### src/rtl/reset_sequencer.sv
// Reset sequencer: releases NUM_DOMAINS active-high domain resets one at a
// time, in bit order, once the PLL has locked and a hold period has elapsed.
// Any lock loss or software reset request re-asserts every domain at once.
//
// Optional build macro RSTSEQ_WDOG_EN adds a lock watchdog: if lock is not
// seen within LOCK_TIMEOUT cycles, o_lock_timeout latches high and the
// sequence proceeds while ignoring the lock status from then on.
module reset_sequencer #(
    parameter int NUM_DOMAINS      = 4,
    parameter int HOLD_CYCLES      = 16,
    parameter int STEP_CYCLES      = 8,
    parameter int LOCK_SYNC_STAGES = 2,
    parameter int LOCK_TIMEOUT     = 1024
) (
    input  logic                   clk,
    input  logic                   i_rst_n,
    input  logic                   i_pll_locked,
    input  logic                   i_sw_rst,
    output logic [NUM_DOMAINS-1:0] o_rst,
    output logic                   o_done,
    output logic                   o_lock_timeout
);

    localparam int HS_MAX  = (HOLD_CYCLES > STEP_CYCLES) ? HOLD_CYCLES : STEP_CYCLES;
    localparam int CNT_MAX = (HS_MAX > LOCK_TIMEOUT) ? HS_MAX : LOCK_TIMEOUT;
    localparam int CNT_W   = $clog2(CNT_MAX + 1);
    localparam int IDX_W   = (NUM_DOMAINS > 1) ? $clog2(NUM_DOMAINS) : 1;

    localparam logic [CNT_W-1:0] HOLD_LAST = CNT_W'(HOLD_CYCLES - 1);
    localparam logic [CNT_W-1:0] STEP_LAST = CNT_W'(STEP_CYCLES - 1);
    localparam logic [IDX_W-1:0] IDX_LAST  = IDX_W'(NUM_DOMAINS - 1);

    typedef enum logic [1:0] {
        WAIT_LOCK,
        HOLD,
        RELEASE,
        DONE
    } state_t;

    state_t                      state;
    logic [CNT_W-1:0]            cnt;
    logic [IDX_W-1:0]            idx;
    logic [LOCK_SYNC_STAGES-1:0] lock_sync;
    logic                        lock_s;
    logic                        lock_ok;

    // Bring the asynchronous PLL lock status into the clk domain.
    // NOTE: sequential state is always assigned with <= so every flop in the
    // chain samples the value its neighbour held before the edge.
    always_ff @(posedge clk or negedge i_rst_n) begin
        if (!i_rst_n) begin
            lock_sync <= '0;
        end else begin
            lock_sync <= {lock_sync[LOCK_SYNC_STAGES-2:0], i_pll_locked};
        end
    end

    assign lock_s = lock_sync[LOCK_SYNC_STAGES-1];

`ifdef RSTSEQ_WDOG_EN
    localparam logic [CNT_W-1:0] TIMEOUT_LAST = CNT_W'(LOCK_TIMEOUT - 1);

    // Once the watchdog has fired, lock status no longer gates entry or abort.
    assign lock_ok = lock_s | o_lock_timeout;

    // Sticky watchdog flag: set when WAIT_LOCK has waited LOCK_TIMEOUT cycles.
    always_ff @(posedge clk or negedge i_rst_n) begin
        if (!i_rst_n) begin
            o_lock_timeout <= 1'b0;
        end else if (state == WAIT_LOCK && !i_sw_rst && !lock_ok && cnt == TIMEOUT_LAST) begin
            o_lock_timeout <= 1'b1;
        end
    end
`else
    assign lock_ok        = lock_s;
    assign o_lock_timeout = 1'b0;
`endif

    // Release sequencing FSM; abort on lock loss or software reset wins.
    always_ff @(posedge clk or negedge i_rst_n) begin
        if (!i_rst_n) begin
            state  <= WAIT_LOCK;
            o_rst  <= '1;
            o_done <= 1'b0;
            cnt    <= '0;
            idx    <= '0;
        end else if (state != WAIT_LOCK && (i_sw_rst || !lock_ok)) begin
            state  <= WAIT_LOCK;
            o_rst  <= '1;
            o_done <= 1'b0;
            cnt    <= '0;
            idx    <= '0;
        end else begin
            case (state)
                WAIT_LOCK: begin
                    o_rst  <= '1;
                    o_done <= 1'b0;
                    if (i_sw_rst) begin
                        cnt <= '0;
                    end else if (lock_ok) begin
                        state <= HOLD;
                        cnt   <= '0;
                    end
`ifdef RSTSEQ_WDOG_EN
                    else if (cnt == TIMEOUT_LAST) begin
                        state <= HOLD;
                        cnt   <= '0;
                    end else begin
                        cnt <= cnt + CNT_W'(1);
                    end
`endif
                end
                HOLD: begin
                    if (cnt == HOLD_LAST) begin
                        state    <= RELEASE;
                        o_rst[0] <= 1'b0;
                        idx      <= '0;
                        cnt      <= '0;
                    end else begin
                        cnt <= cnt + CNT_W'(1);
                    end
                end
                RELEASE: begin
                    if (cnt == STEP_LAST) begin
                        cnt <= '0;
                        if (idx != IDX_LAST) begin
                            idx                    <= idx + IDX_W'(1);
                            o_rst[idx + IDX_W'(1)] <= 1'b0;
                        end else begin
                            state  <= DONE;
                            o_done <= 1'b1;
                        end
                    end else begin
                        cnt <= cnt + CNT_W'(1);
                    end
                end
                DONE: begin
                    // Outputs hold until an abort or i_rst_n.
                end
                default: begin
                    state <= WAIT_LOCK;
                end
            endcase
        end
    end

endmodule

### config.mk
export PLATFORM = sky130hd
export DESIGN_NAME = reset_sequencer
export DESIGN_NICKNAME = d
export VERILOG_FILES = /design/src/rtl/reset_sequencer.sv
export SDC_FILE = /design/constraint.sdc
export NUM_CORES = 1
export LEC_CHECK = 0
export ABC_AREA = 1
export BUFFER_PORTS_ARGS = -buffer_cell sky130_fd_sc_hd__buf_2
export CORE_UTILIZATION = 30
export CTS_CLUSTER_SIZE = 12
export DETAILED_ROUTE_END_ITERATION = 16
export SYNTH_ARGS = -nofsm -noshare
export SYNTH_HDL_FRONTEND = slang
export SYNTH_SLANG_ARGS = --single-unit
### constraint.sdc
create_clock -name clk -period 1.46 [get_ports clk]
set_input_delay 0.073 -clock clk [delete_from_list [all_inputs] [get_ports clk]]
set_output_delay 0.073 -clock clk [all_outputs]
set_load 0.05 [all_outputs]
; Word level (Yosys, flattened, before mapping)
; Index checks and enable logic that the tools add are counted.
[totals]
ff_bits = 22
in_bits = 4
output_inout_bits = 6
elab_cells = 70
[op_classes]
addsub = 2
order_cmp = 2
n_eq_ne = 12
muxes = 30
n_bitwise = 2
reduce_logical = 15
[op_table]
columns = cell, n
row1 = $mux 11, 5
row2 = $pmux 11 s3, 1
row3 = $mux 2, 10
row4 = $ne 3x3->1 const B, 6
row5 = $mux 4, 3
row6 = $add 11x1->11 const B, 1
row7 = $eq 11x3->1 const B, 1
row8 = $eq 11x4->1 const B, 1
row9 = $reduce_and 4->1, 2
row10 = $pmux 2 s3, 1
row11 = $pmux 3 s2, 1
row12 = $reduce_and 3->1, 2
row13 = $reduce_and 6->1, 1
row14 = $reduce_bool 3->1, 2
row15 = $mux 1, 5
row16 = $and 4x4->4, 1
row17 = $ne 4x4->1 const B, 1
row18 = $not 4->4, 1
row19 = $pmux 2 s2, 1
row20 = $reduce_bool 4->1, 1
row21 = $lt 2x3->1 const B, 1
row22 = $pmux 1 s3, 1
row23 = $add 2x1->2 const B, 1
row24 = $demux 1 s2, 1
row25 = 11 further kinds, 12

; Depth between registers and ports, before layout
; Gate-level depths: netlist of run 1.
[depth]
ltp_word = 11
ltp_mapped = 12
depth_no_buf = 10

; Worst setup path after synthesis of run 1
; Ideal clock, no wire load.
[synth_timing]
kind = register -> register
from = register state[0]
to = register cnt[5]
setup_ns = 0.118
arrival_time_ns = 1.437
t_required_ns = 1.342
path_slack_ns = -0.094
stages_incl_launch_ff = 13
path_buffers = 2
synth_period_minus_slack_ns = 1.554
cell_sequence = dfrtp_1 -> inv_1 -> ha_1 -> buf_4 -> inv_4 -> nand4_4 -> nand2_4 -> inv_4 -> buf_6 -> nand2_2 -> nand2_1 -> nand2_2 -> nor2_2
[synth_between]
elab_chain_cells = 4
elab_cells_between_ends = 10
cone_classes = eq/ne (3) / mux (2) / reduce/logical (5)
[synth_rtl]
columns = item, line
row1 = "start, declared", 40  ; state_t state;
row2 = "start signal, assigned", 82  ; state <= WAIT_LOCK;
row3 = "start signal, assigned", 88  ; state <= WAIT_LOCK;
row4 = "start signal, assigned", 101  ; state <= HOLD;
row5 = $reduce_bool 2->1, 87  ; end else if (state != WAIT_LOCK && (i_sw_rst || !lock_ok)) begin
row6 = $logic_and 1x1->1, 87
row7 = $ne 4x4->1 (no source line) / $reduce_bool 4->1 (equally long branches), --
row8 = $reduce_and 2->1 (no source line), --
row9 = "end signal, assigned", 120  ; cnt <= cnt + CNT_W'(1);
row10 = "end signal, assigned", 134  ; cnt <= cnt + CNT_W'(1);
row11 = "end, declared", 41  ; logic [CNT_W-1:0] cnt;
; Parallel ways exist; a longest one is shown, timed or not.
; A chain may end at the register's enable or synchronous reset.

; Worst setup path in the final report of run 1
[layout_timing]
from = register state[1]
to = register cnt[4]
; The elaborated chain is that of the path after synthesis.

==> summary.md, run 1 <==
| Metric | Value |
|---|---|
| Outcome | finished with violations |
| Failing checks | setup timing |
| Latest clock arrival within the worst-skew pair | about 270 ps |
| Mean Syn Cell Area | 7.445 µm² |
| Slowest cell on the critical path | dfrtp_1 |
| Die width | around 73 µm |
| Leakage | around 0.93 nW |
| Drt wl/cell | around 11 µm |
| Total CTS buffers | 3 |
| WL met2 | about 1500 µm |
| Slew margin rel. | ~66% |
| Fin crit share | 103.2% |
| CP max FO | 8 |
| Ys Warns | 0 |
| Netlist cell types | 28 |
| Final worst setup slack | -46.81 ps |
| CP Data Arrival Time | between 1500 and 2000 ps |
| Antenna Violating Nets Remaining | 0 |
| Cell row count | 25 |
| Register area share after synthesis | a little under two fifths |
| Drt pass-1 iters | 4 |
| Synth top area cells | dfrtp_1 (30%), nand2_1 (14%), dfstp_2 (7.0%) |
| H-Tree Depth | 1 |
| Fmax | around 660 MHz |
| Crit-path cells | inv_2 -> ha_4 -> inv_4 -> nand4_4 -> nand2_8 -> buf_6 -> o21bai_1 -> nand2_1 -> a21oi_2 |
| I/O Pins | 10 |
| Synth area leader | dfrtp_1 |
| Crit path capture type | flop |
| Unrepaired setup endpoints after global routing | true |
| Setup TNS | -136.0 ps |
| Crit Path Category | reg -> reg |
| Top layer reached by signal wires | met4 |
| Die area | between 5000 and 6000 µm² |
| Port Buffers | 8 |
| Number of enable flip-flop cells after synthesis | 0 |
| Clk_skew | between 2 and 2.5 ps |
| Syn Std Cell Area | approximately 1500 µm² |
| Ys flop type | dfrtp_1 |
| Syn Nets | about 210 |
| Slew @ Worst Pin | 507.2 ps |
| #FFs+latches synth | 22 |
| CTS tree | built |
| Slowest cell delay on critical path | 430 ps |
| Die height | 72.81 µm |
| Worst vdd ir | between 0.0006 and 0.0007 V |
| Setup crit start kind | flop |
| Critical path required time | 1660 ps |
| Diode count | 0 |
| Initial core utilization | 31.42% |
| Minimum clock period | around 1500 ps |
| Layout cells sized above 1 | approximately two fifths |
| Synth top cells by count | nand2_1 (55), inv_1 (25), nor2_1 (23) |
| Total number of vias | between 1,000 and 1,500 |
| Remaining global-route overflow | 0 |
| Via density | about 4.4 |
| Root Driver | clkbuf_8 |
| CTS Buffer Depth | 2 |
| Ys async rst share | 100.0% |
| Syn-to-layout area delta | 34.28% |
| Syn Inst Count | 202 |
| RePlAce Congestion | around 0.77 |
| Maximum number of pins on one net before global-route repair | 23 |
| HPWL Detailed | ~2300 µm |
| DR WL met3 | about 71 µm |
| # nets final | between 200 and 300 |
| Clock transition at the registers of the reported paths | 80 ps |
| DRC violations left | 0 |
| Final setup fails | 7 |
| Routed Wire Length | ~3300 µm |
| Slew Limit Fails | 0 |
| M1 WL | about 1600 µm |
| Total chip power | 3.193 mW |
| DRT iter0 DRCs | 47 |
| Power density cells | around 1600 nW/µm² |
| Class of the worst hold path | in -> reg |
| Fillcell total | 481 |
| Max_cap viols | 0 |
| GR Util All Layers | 13.47% |
| Vias in the first global route | between 1,000 and 1,500 |
| Global-route wire length before repair | 5444 µm |
| Count leader, synth | nand2_1 |
| Synth top area share | about 30% |
| Clock Sinks | 22 |
| Placeable Area | approximately 4800 µm² |
| Initial antenna violation count | 0 |
| Hold Vio Cnt, Final | 0 |
## critical path: cells and delay by family (launching register included)
kind | cells | cell delay (ps)
AO/OA/AOI/OAI | 2 | 220
buffers and inverters | 3 | 310
AND/OR/NAND/NOR | 3 | 280
adder cells (fa/ha/maj) | 1 | 190
flip-flops | 1 | 430
## per-stage QoR
stage / utilization [%] / cells / hold slack, ps / area [µm²] / setup slack [ps]
final: 42.20 / 308 / 284.4 / 2019 / -46.81
after global routing: 42.20 / 308 / 314.1 / 2019 / -135.8
after CTS: 40.60 / 307 / 288.8 / 1943 / -47.87
after detailed placement: 37.07 / 296 / 83.75 / 1774 / -61.33
after global placement: 37.07 / 296 / 74.04 / 1774 / -97.56
after floorplan: - / 202 / -222.6 / 1515 / -25.04
## per-layer routing
metal  vias up  GRT usage [%]
met5         -              0
met4         0          6.536
met3         5          1.657
met2        16          20.77
met1       606          18.66
li1        713              -
## cells in the final DEF (no fill, tap or decap), types with 2 or more instances in the layout
master / instances
nor3_1: 2
inv_2: 2
nand4_1: 2
nand2_2: 11
nor2_1: 18
nand3_1: 13
nand3_2: 3
o21ai_0: 4
buf_2: 8
ha_4: 3
nand2_1: 49
o21ai_1: 5
inv_4: 4
a211oi_1: 2
a21oi_1: 3
inv_1: 22
dfstp_2: 4
dfrtp_1: 17
clkbuf_8: 3
ha_1: 4
a21oi_2: 2
nand2_4: 5
nor2_2: 10
dlygate4sd3_1: 2
buf_4: 26
## registers in the layout (all words and copies together) (netlist names)
| signal | count |
|---|---|
| state | 2 |
| lock_sync | 2 |
| o_rst | 4 |
| cnt | 11 |
| idx | 2 |
| o_done | 1 |
## what timing repair did
item                       CTS  global route
hold endpoints to repair    19             0
gates cloned                 1             0
setup buffers                4             1
gates resized for setup     17            23
hold buffers                 2             0
setup endpoints to repair   12            20
pin swaps                    5             8
## layout make-up
cell class              count  area (µm²)  share of cell area, %
clock buffers               4       45.04                  2.230
inverters                  29       128.9                  6.382
multi-input cells         148       932.1                  46.16
flip-flops and latches     22       556.8                  27.57
well taps                  67       83.83                  4.151
repair buffers             37       266.5                  13.20
repair inverters            1       6.256                 0.3098
## where the power goes
| part | internal, mW | switching [mW] |
|---|---|---|
| Sequential | 0.754 | 0.0960 |
| Clock | 0.195 | 0.214 |
| Combinational | 0.743 | 1.19 |
| Total | 1.69 | 1.50 |
## logic make-up (layout without fill, tap and decap cells)
kind of cell / Yosys count / in the layout / synth area share [%]
flip-flops: 22 / 22 / 36.94
AO/OA/AOI/OAI: 21 / 21 / 8.070
buffers and inverters: 32 / 71 / 9.318
other: 1 / 1 / 0.2493
adder cells (fa/ha/maj): 8 / 8 / 6.656
AND/OR/NAND/NOR: 118 / 118 / 38.77
## final timing paths
| kind | startpoint | endpoint | slack, ps | depth (start not counted) |
|---|---|---|---|---|
| max | state[1]$_DFFE_PN0P_ | cnt[4]$_DFFE_PN0P_ | -50 | 9 |
| min | i_sw_rst | state[0]$_DFFE_PN0P_ | 280 | 6 |
| max reg2reg | state[1]$_DFFE_PN0P_ | cnt[4]$_DFFE_PN0P_ | -50 | 9 |
| min reg2reg | lock_sync[0]$_DFF_PN0_ | lock_sync[1]$_DFF_PN0_ | 350 | 0 |
| max in group asynchronous | i_rst_n | state[0]$_DFFE_PN0P_ | 790 | 2 |
| min in group asynchronous | i_rst_n | cnt[4]$_DFFE_PN0P_ | 300 | 2 |
Power figures use the tool's default switching activity.
==> run 2: changes to the inputs <==
--- a/config.mk
+++ b/config.mk
@@ -10,6 +10,7 @@
 export CORE_UTILIZATION = 30
 export CTS_CLUSTER_SIZE = 12
 export DETAILED_ROUTE_END_ITERATION = 16
+export PLACE_DENSITY_LB_ADDON = 0.3
 export SYNTH_ARGS = -nofsm -noshare
 export SYNTH_HDL_FRONTEND = slang
 export SYNTH_SLANG_ARGS = --single-unit
==> summary.md, run 2 (synthesized netlist as in run 1, its figures left out) <==
| Metric | Value |
|---|---|
| Initial antenna violation count | 0 (unchanged) |
| Power density cells | 1566 nW/µm² (was 1581 nW/µm²) |
| Die area | 5301 µm² (unchanged) |
| Latest clock arrival within the worst-skew pair | 260 ps (was 270 ps) |
| Commonest non-fill, non-tap cell in the layout | nand2_1 (unchanged) |
| Via density | 4.448 (was 4.351) |
| Leakage | 0.9504 nW (was 0.9303 nW) |
| Slowest cell on the critical path | dfrtp_2 (was dfrtp_1) |
| Layout cells sized above 1 | 40.25% (was 39.42%) |
| Reg power frac | 26.3% (was 26.6%) |
| Die height | 72.81 µm (unchanged) |
| P_int | 1.699 mW (was 1.693 mW) |
| Initial core utilization | 31.42% (unchanged) |
| Fin crit share | 102.9% (was 103.2%) |
| Total CTS buffers | 3 (unchanged) |
| Worst vdd ir | 0.0006679 V (was 0.0006597 V) |
| Setup TNS | -122.3 ps (was -136.0 ps) |
| H-Tree Depth | 1 (unchanged) |
| CTS Buffer Depth | 2 (unchanged) |
| Switching share of power | 47.35% (was 46.99%) |
| CTS tree | built (unchanged) |
| Die width | 72.81 µm (unchanged) |
| Total number of vias | 1,370 (was 1,340) |
| Root Driver | clkbuf_8 (unchanged) |
| Final worst setup slack | -42.84 ps (was -46.81 ps) |
| Diode count | 0 (unchanged) |
| I/O Pins | 10 (unchanged) |
| Crit-path cells | inv_2 -> ha_4 -> inv_4 -> nand2_2 -> nand3_2 -> nand2_1 -> inv_1 -> nand2_1 -> nand2_1 -> nand2_1 (was inv_2 -> ha_4 -> inv_4 -> nand4_4 -> nand2_8 -> buf_6 -> o21bai_1 -> nand2_1 -> a21oi_2) |
| Placed insts | 296 (unchanged) |
| Crit-path leading delay family | simple AND/OR/NAND/NOR gates (was flip-flops) |
| Most frequent cells in the layout | nand2_1 (49), buf_4 (24), inv_1 (20) (was nand2_1 (49), buf_4 (26), inv_1 (22)) |
| Placeable Area | 4786 µm² (unchanged) |
| Max reg flops | 11 (unchanged) |
| DRC violations left | 0 (unchanged) |
| Final setup fails | 5 (was 7) |
| Register with the most flip-flops | cnt (unchanged) |
| Cell row count | 25 (unchanged) |
| # nets final | 254 (unchanged) |
| Cell repeated most along the worst path | nand2_1 |
| Maximum number of pins on one net before global-route repair | 23 (unchanged) |
| Remaining global-route overflow | 0 (unchanged) |
| Crit Path Category | reg -> reg (unchanged) |
| Hold Vio Cnt, Final | 0 (unchanged) |
| Outcome | finished with violations (unchanged) |
| CP max FO | 7 (was 8) |
| RePlAce Congestion | 0.7758 (was 0.7747) |
| HPWL Detailed | 2465 µm (was 2296 µm) |
| Port Buffers | 8 (unchanged) |
| Slew Limit Fails | 0 (unchanged) |
| GR Util All Layers | 14.50% (was 13.47%) |
| Minimum clock period | 1503 ps (was 1507 ps) |
| Vias in the first global route | 1,352 (was 1,196) |
| Drt wl/cell | 11.10 µm (was 10.59 µm) |
| Max_cap viols | 0 (unchanged) |
| Class of the worst hold path | in -> reg (unchanged) |
| Clock Sinks | 22 (unchanged) |
| Clk network pwr share | 12.2% (was 12.8%) |
| Buf/Inv on CP | 3 (unchanged) |
| Failing checks | setup timing (unchanged) |
| Net Sw Power | 1.528 mW (was 1.501 mW) |
| Crit path capture type | flop (unchanged) |
| Global-route wire length before repair | 5989 µm (was 5444 µm) |
| Drt pass-1 iters | 4 (unchanged) |
| DRT iter0 DRCs | 42 (was 47) |
| Top flop regs | cnt (11), o_rst (4) (unchanged) |
| CP Data Arrival Time | 1710 ps (about the same) |
| Syn-to-layout area delta | 37.02% (was 34.28%) |
| Comb pwr share | 61.5% (was 60.6%) |
| Clock transition at the registers of the reported paths | 80 ps (about the same) |
| Fmax | 665.4 MHz (was 663.7 MHz) |
| Fin cells | 308 (unchanged) |
| Placed Area | 1774 µm² (unchanged) |
| Setup crit start kind | flop (unchanged) |
| Slowest cell delay on critical path | 440 ps (was 430 ps) |
| Critical path required time | 1670 ps (was 1660 ps) |
| Finished Cell Area | 2061 µm² (was 2019 µm²) |
| Antenna Violating Nets Remaining | 0 (unchanged) |
| Clk_skew | 2.764 ps (was 2.440 ps) |
| Routed Wire Length | 3418 µm (was 3261 µm) |
| Unrepaired setup endpoints after global routing | true (unchanged) |
-- run 2: worst paths after layout --
path / start / end / slack (ps) / depth (start not counted)
worst min-delay path: i_sw_rst / state[0]$_DFFE_PN0P_ / 280 / 6
worst min register to register: lock_sync[0]$_DFF_PN0_ / lock_sync[1]$_DFF_PN0_ / 360 / 0
min in group asynchronous: i_rst_n / state[1]$_DFFE_PN0P_ / 300 / 2
worst max-delay path: state[0]$_DFFE_PN0P_ / idx[1]$_DFFE_PN0P_ / -40 / 10
worst max register to register: state[0]$_DFFE_PN0P_ / idx[1]$_DFFE_PN0P_ / -40 / 10
max in group asynchronous: i_rst_n / o_rst[1]$_DFFE_PN1P_ / 810 / 2
-- run 2: area by class of cell --
type	instances	area (µm²)
inverters	29	126.4
multi-input cells	148	968.4
repair inverters	1	6.256
flip-flops and latches	22	556.8
repair buffers	37	274.0
well taps	67	83.83
fillers	482	2725
clock buffers	4	45.04
-- run 2: worst min-delay path, stage by stage --
cell	delay, ps
buf_2	140
nor2_8	70
nand2_1	50
o21ai_0	70
nand3_1	80
nand2_1	50
-- run 2: power groups by stage --
stage,clock (mW),sequential (mW),combinational [mW]
floorplan,0,1.01,0.945
global placement,0,0.842,1.52
detailed placement,0,0.840,1.53
CTS,0.417,0.839,1.80
global route,0.441,0.869,2.17
finish,0.394,0.849,1.98
-- run 2: metrics by stage --
step / utilization [%] / hold WS (ps) / worst slack, ps / power (mW)
floorplan: - / -222.6 / -25.04 / 1.960
global placement: 37.07 / 70.16 / -80.18 / 2.366
detailed placement: 37.07 / 69.15 / -93.86 / 2.371
CTS: 41.12 / 286.9 / -37.19 / 3.061
global route: 43.06 / 329.7 / -159.2 / 3.483
finish: 43.06 / 284.4 / -42.84 / 3.227
-- run 2: metal layers --
| metal | wire length (µm) | global-route usage, % |
|---|---|---|
| met5 | 0 | 0 |
| met4 | 41 | 4.575 |
| met3 | 98 | 1.796 |
| met2 | 1682 | 24.40 |
| met1 | 1596 | 19.38 |
-- run 2: repair_timing --
item                                    4_1_cts  5_1_grt
setup buffers                                 4        1
hold endpoints to repair                     19        0
gates cloned                                  1        0
hold buffers                                  2        0
resized for setup                            22       26
pin swaps                                     8        4
endpoints found under the setup margin       17       20
==> run 3: changes to the inputs <==
--- a/config.mk
+++ b/config.mk
@@ -5,7 +5,6 @@
 export SDC_FILE = /design/constraint.sdc
 export NUM_CORES = 1
 export LEC_CHECK = 0
-export ABC_AREA = 1
 export BUFFER_PORTS_ARGS = -buffer_cell sky130_fd_sc_hd__buf_2
 export CORE_UTILIZATION = 30
 export CTS_CLUSTER_SIZE = 12
==> summary.md, run 3 <==
| Metric | Value |
|---|---|
| Hold Vio Cnt, Final | 0 (unchanged) |
| Largest family of logic cells by synthesized area | simple AND/OR/NAND/NOR gates (unchanged) |
| Max reg flops | 11 (unchanged) |
| Latest clock arrival within the worst-skew pair | 270 ps (was 260 ps) |
| Slew Limit Fails | 0 (unchanged) |
| Placeable Area | 4444 µm² (was 4786 µm²) |
| Total CTS buffers | 3 (unchanged) |
| Final setup fails | 20 (was 5) |
| Minimum clock period | 2073 ps (was 1503 ps) |
| Fin crit share | 142.0% (was 102.9%) |
| Die area | 4991 µm² (was 5301 µm²) |
| Post-place setup slack | -621.4 ps (was -93.86 ps) |
| Routed Wire Length | 4006 µm (was 3418 µm) |
| Max_cap viols | 0 (unchanged) |
| Leakage | 0.8605 nW (was 0.9504 nW) |
| Maximum number of pins on one net before global-route repair | 23 (unchanged) |
| Slowest cell on the critical path | or4_4 (was dfrtp_2) |
| Reg2reg setup slack | -610 ps (was -40 ps) |
| Mean Syn Cell Area | 9.181 µm² (was 7.445 µm²) |
| Total chip power | 2.706 mW (was 3.227 mW) |
| Hold wc startpoint | i_sw_rst (unchanged) |
| Crit path capture type | flop (unchanged) |
| GR Util All Layers | 17.29% (was 14.50%) |
| Synth top area share | 31.86% (was 29.95%) |
| Placed Area | 1794 µm² (was 1774 µm²) |
| Root Driver | clkbuf_8 (unchanged) |
| Clk_skew | 7.012 ps (was 2.764 ps) |
| Worst vdd ir | 0.0007758 V (was 0.0006679 V) |
| Reg2Reg Launch Point | cnt[7]$_DFFE_PN0P_ (was state[0]$_DFFE_PN0P_) |
| Finished Cell Area | 2069 µm² (was 2061 µm²) |
| HPWL Detailed | 2756 µm (was 2465 µm) |
| Slew @ Worst Pin | approximately 510 ps |
| Die height | 70.65 µm (was 72.81 µm) |
| Initial core utilization | 31.81% (was 31.42%) |
| Fmax | 482.5 MHz (was 665.4 MHz) |
| Syn Nets | 166 (was 214) |
| Top flop regs | cnt (11), o_rst (4) (unchanged) |
| Post-synthesis adder-cell area fraction | 7.080% (was 6.656%) |
| Critical R2R Capture | state[1]$_DFFE_PN0P_ (was idx[1]$_DFFE_PN0P_) |
| DRC violations left | 2 (was 0) |
| Port Buffers | 8 (unchanged) |
| CP Data Arrival Time | 2280 ps (was 1710 ps) |
| Min Hold Slack | 261.6 ps (was 284.4 ps) |
| # nets final | 217 (was 254) |
| Via density | 5.363 (was 4.448) |
| Simple-gate portion of the synthesized area | 22.12% (was 38.77%) |
| Count leader, synth | dfrtp_1 (was nand2_1) |
| I/O Pins | 10 (unchanged) |
| Syn Std Cell Area | 1414 µm² (was 1504 µm²) |
| CTS tree | built (unchanged) |
| Failing checks | DRC, setup timing (was setup timing) |
| Register area share after synthesis | 39.29% (was 36.94%) |
| Cell row count | 24 (was 25) |
| Worst Hold Depth | 5 (was 6) |
| Remaining global-route overflow | 0 (unchanged) |
| Netlist cell types | 47 (was 28) |
| Diode count | 0 (unchanged) |
| Clock Sinks | 22 (unchanged) |
| Crit-path cells | or4_4 -> buf_4 -> buf_6 -> or4_4 -> o21ai_2 -> a22o_1 (was inv_2 -> ha_4 -> inv_4 -> nand2_2 -> nand3_2 -> nand2_1 -> inv_1 -> nand2_1 -> nand2_1 -> nand2_1) |
| Worst reg2reg path depth | 6 (was 10) |
| Crit Path Category | reg -> reg (unchanged) |
| Class of the worst hold path | in -> reg (unchanged) |
| CP max FO | 4 (was 7) |
| Register with the most flip-flops | cnt (unchanged) |
| Antenna Violating Nets Remaining | 0 (unchanged) |
| Slowest cell delay on critical path | 550 ps (was 440 ps) |
| H-Tree Depth | 1 (unchanged) |
| Ys flop type | dfrtp_1 (unchanged) |
| Synth top area cells | dfrtp_1 (32%), dfstp_2 (7.4%), ha_1 (7.1%) (was dfrtp_1 (30%), nand2_1 (14%), dfstp_2 (7.0%)) |
| Ys Warns | 0 (unchanged) |
| Power density cells | 1307 nW/µm² (was 1566 nW/µm²) |
| Drt pass-1 iters | 10 (was 4) |
| Final worst setup slack | -612.7 ps (was -42.84 ps) |
| Unrepaired setup endpoints after global routing | true (unchanged) |
| Final Core Density | 46.57% (was 43.06%) |
| Commonest non-fill, non-tap cell in the layout | buf_4 (was nand2_1) |
| Ys async rst share | 100.0% (unchanged) |
| Mux share of post-synthesis cell area | 4.336% (was 0%) |
| Vias in the first global route | 1,455 (was 1,352) |
| RePlAce Congestion | 0.8400 (was 0.7758) |
| Critical path required time | 1660 ps (was 1670 ps) |
| CTS Buffer Depth | 2 (unchanged) |
| Setup crit start kind | flop (unchanged) |
| Post-synthesis xor/xnor area fraction | 0% (unchanged) |
| Clock transition at the registers of the reported paths | 90 ps (was 80 ps) |
| Number of enable flip-flop cells after synthesis | 0 (unchanged) |
| Layout cells sized above 1 | 42.65% (was 40.25%) |
| Synth area leader | dfrtp_1 (unchanged) |
| Total number of vias | 1,373 (was 1,370) |
| Syn Inst Count | 154 (was 202) |
| Post-synthesis compound-gate area fraction | 20.44% (was 8.070%) |
| Die width | 70.65 µm (was 72.81 µm) |
| Initial antenna violation count | 0 (unchanged) |
| Sink of the worst hold path | cnt[1]$_DFFE_PN0P_ (was state[0]$_DFFE_PN0P_) |
| Most frequent cells in the layout | buf_4 (36), dfrtp_1 (17), inv_1 (10) (was nand2_1 (49), buf_4 (24), inv_1 (20)) |
| Synth top cells by count | dfrtp_1 (18), inv_1 (12), nand2_1 (10) (was nand2_1 (55), inv_1 (25), nor2_1 (23)) |
| DRT iter0 DRCs | 26 (was 42) |
| Drt wl/cell | 15.65 µm (was 11.10 µm) |
| Slew margin rel. | between 60% and 70% |
| Outcome | finished with violations (unchanged) |
| Cell repeated most along the worst path | or4_4 (was nand2_1) |
| Global-route wire length before repair | 6900 µm (was 5989 µm) |
| #FFs+latches synth | 22 (unchanged) |
| Syn-to-layout area delta | 46.37% (was 37.02%) |
-- run 3: changes by cell type in the layout (fill, tap and decap cells not counted), sizes merged, moves of 7 or more --
cell / change
nand2: -56
nor2: -27
inv: -18
buf: +17
o22ai: +8
nand3: -7
-- run 3: logic make-up (layout without fill, tap and decap cells) --
logic type               Yosys count  after routing
other                              1              1
adder cells (fa/ha/maj)            8              8
flip-flops                        22             22
AND/OR/NAND/NOR                   53             54
multiplexers                       6              6
AO/OA/AOI/OAI                     43             43
buffers and inverters             21             70
-- run 3: final cells by class --
| type | count | area, µm² |
|---|---|---|
| clock buffers | 4 | 55.05 |
| fillers | 420 | 2375 |
| inverters | 12 | 45.04 |
| multi-input cells | 112 | 918.4 |
| flip-flops and latches | 22 | 556.8 |
| well taps | 52 | 65.06 |
| repair buffers | 54 | 429.2 |
-- run 3: critical path, delay by kind of cell (launching register included) --
family,cells,cell delay [ps]
simple gates,2,1030
buf+inv,2,270
compound gates,2,310
flops,1,390
-- run 3: per-layer routing --
layer  wire length, µm  up-vias  GRT usage (%)
li1                  -      672              -
met1              1767      671          21.36
met2              2092       24          30.96
met3                91        6          3.134
met4                55        0          4.889
met5                 0        -              0
-- run 3: what timing repair did --
item,CTS,global route
pin swaps,6,10
buffers inserted,4,2
endpoints found under the hold margin,19,0
gates cloned,2,0
endpoints found under the setup margin,20,20
resized for setup,18,16
hold buffers,2,0
-- run 3: worst max-delay path by stage --
stage / start / to / depth (start not counted)
3_3_place_gp: cnt[7]$_DFFE_PN0P_ / cnt[10]$_DFFE_PN0P_ / 4
5_1_grt: cnt[7]$_DFFE_PN0P_ / cnt[10]$_DFFE_PN0P_ / 4
2_1_floorplan: state[1]$_DFFE_PN0P_ / cnt[9]$_DFFE_PN0P_ / 8
4_1_cts: state[1]$_DFFE_PN0P_ / cnt[10]$_DFFE_PN0P_ / 6
6_report: cnt[7]$_DFFE_PN0P_ / state[1]$_DFFE_PN0P_ / 6
3_5_place_dp: cnt[7]$_DFFE_PN0P_ / cnt[10]$_DFFE_PN0P_ / 4
-- run 3: metrics by stage --
stage	setup TNS, ps	cells
floorplan	-8498	154
global placement	-9142	243
detailed placement	-9834	243
CTS	-8976	254
global route	-10950	256
finish	-9612	256
-- run 3: power by group --
group | leakage (nW) | total (mW) | internal (mW) | switching (mW)
logic | 0.547 | 1.53 | 0.747 | 0.781
registers | 0.284 | 0.726 | 0.674 | 0.0525
clock network | 0.0288 | 0.451 | 0.241 | 0.210
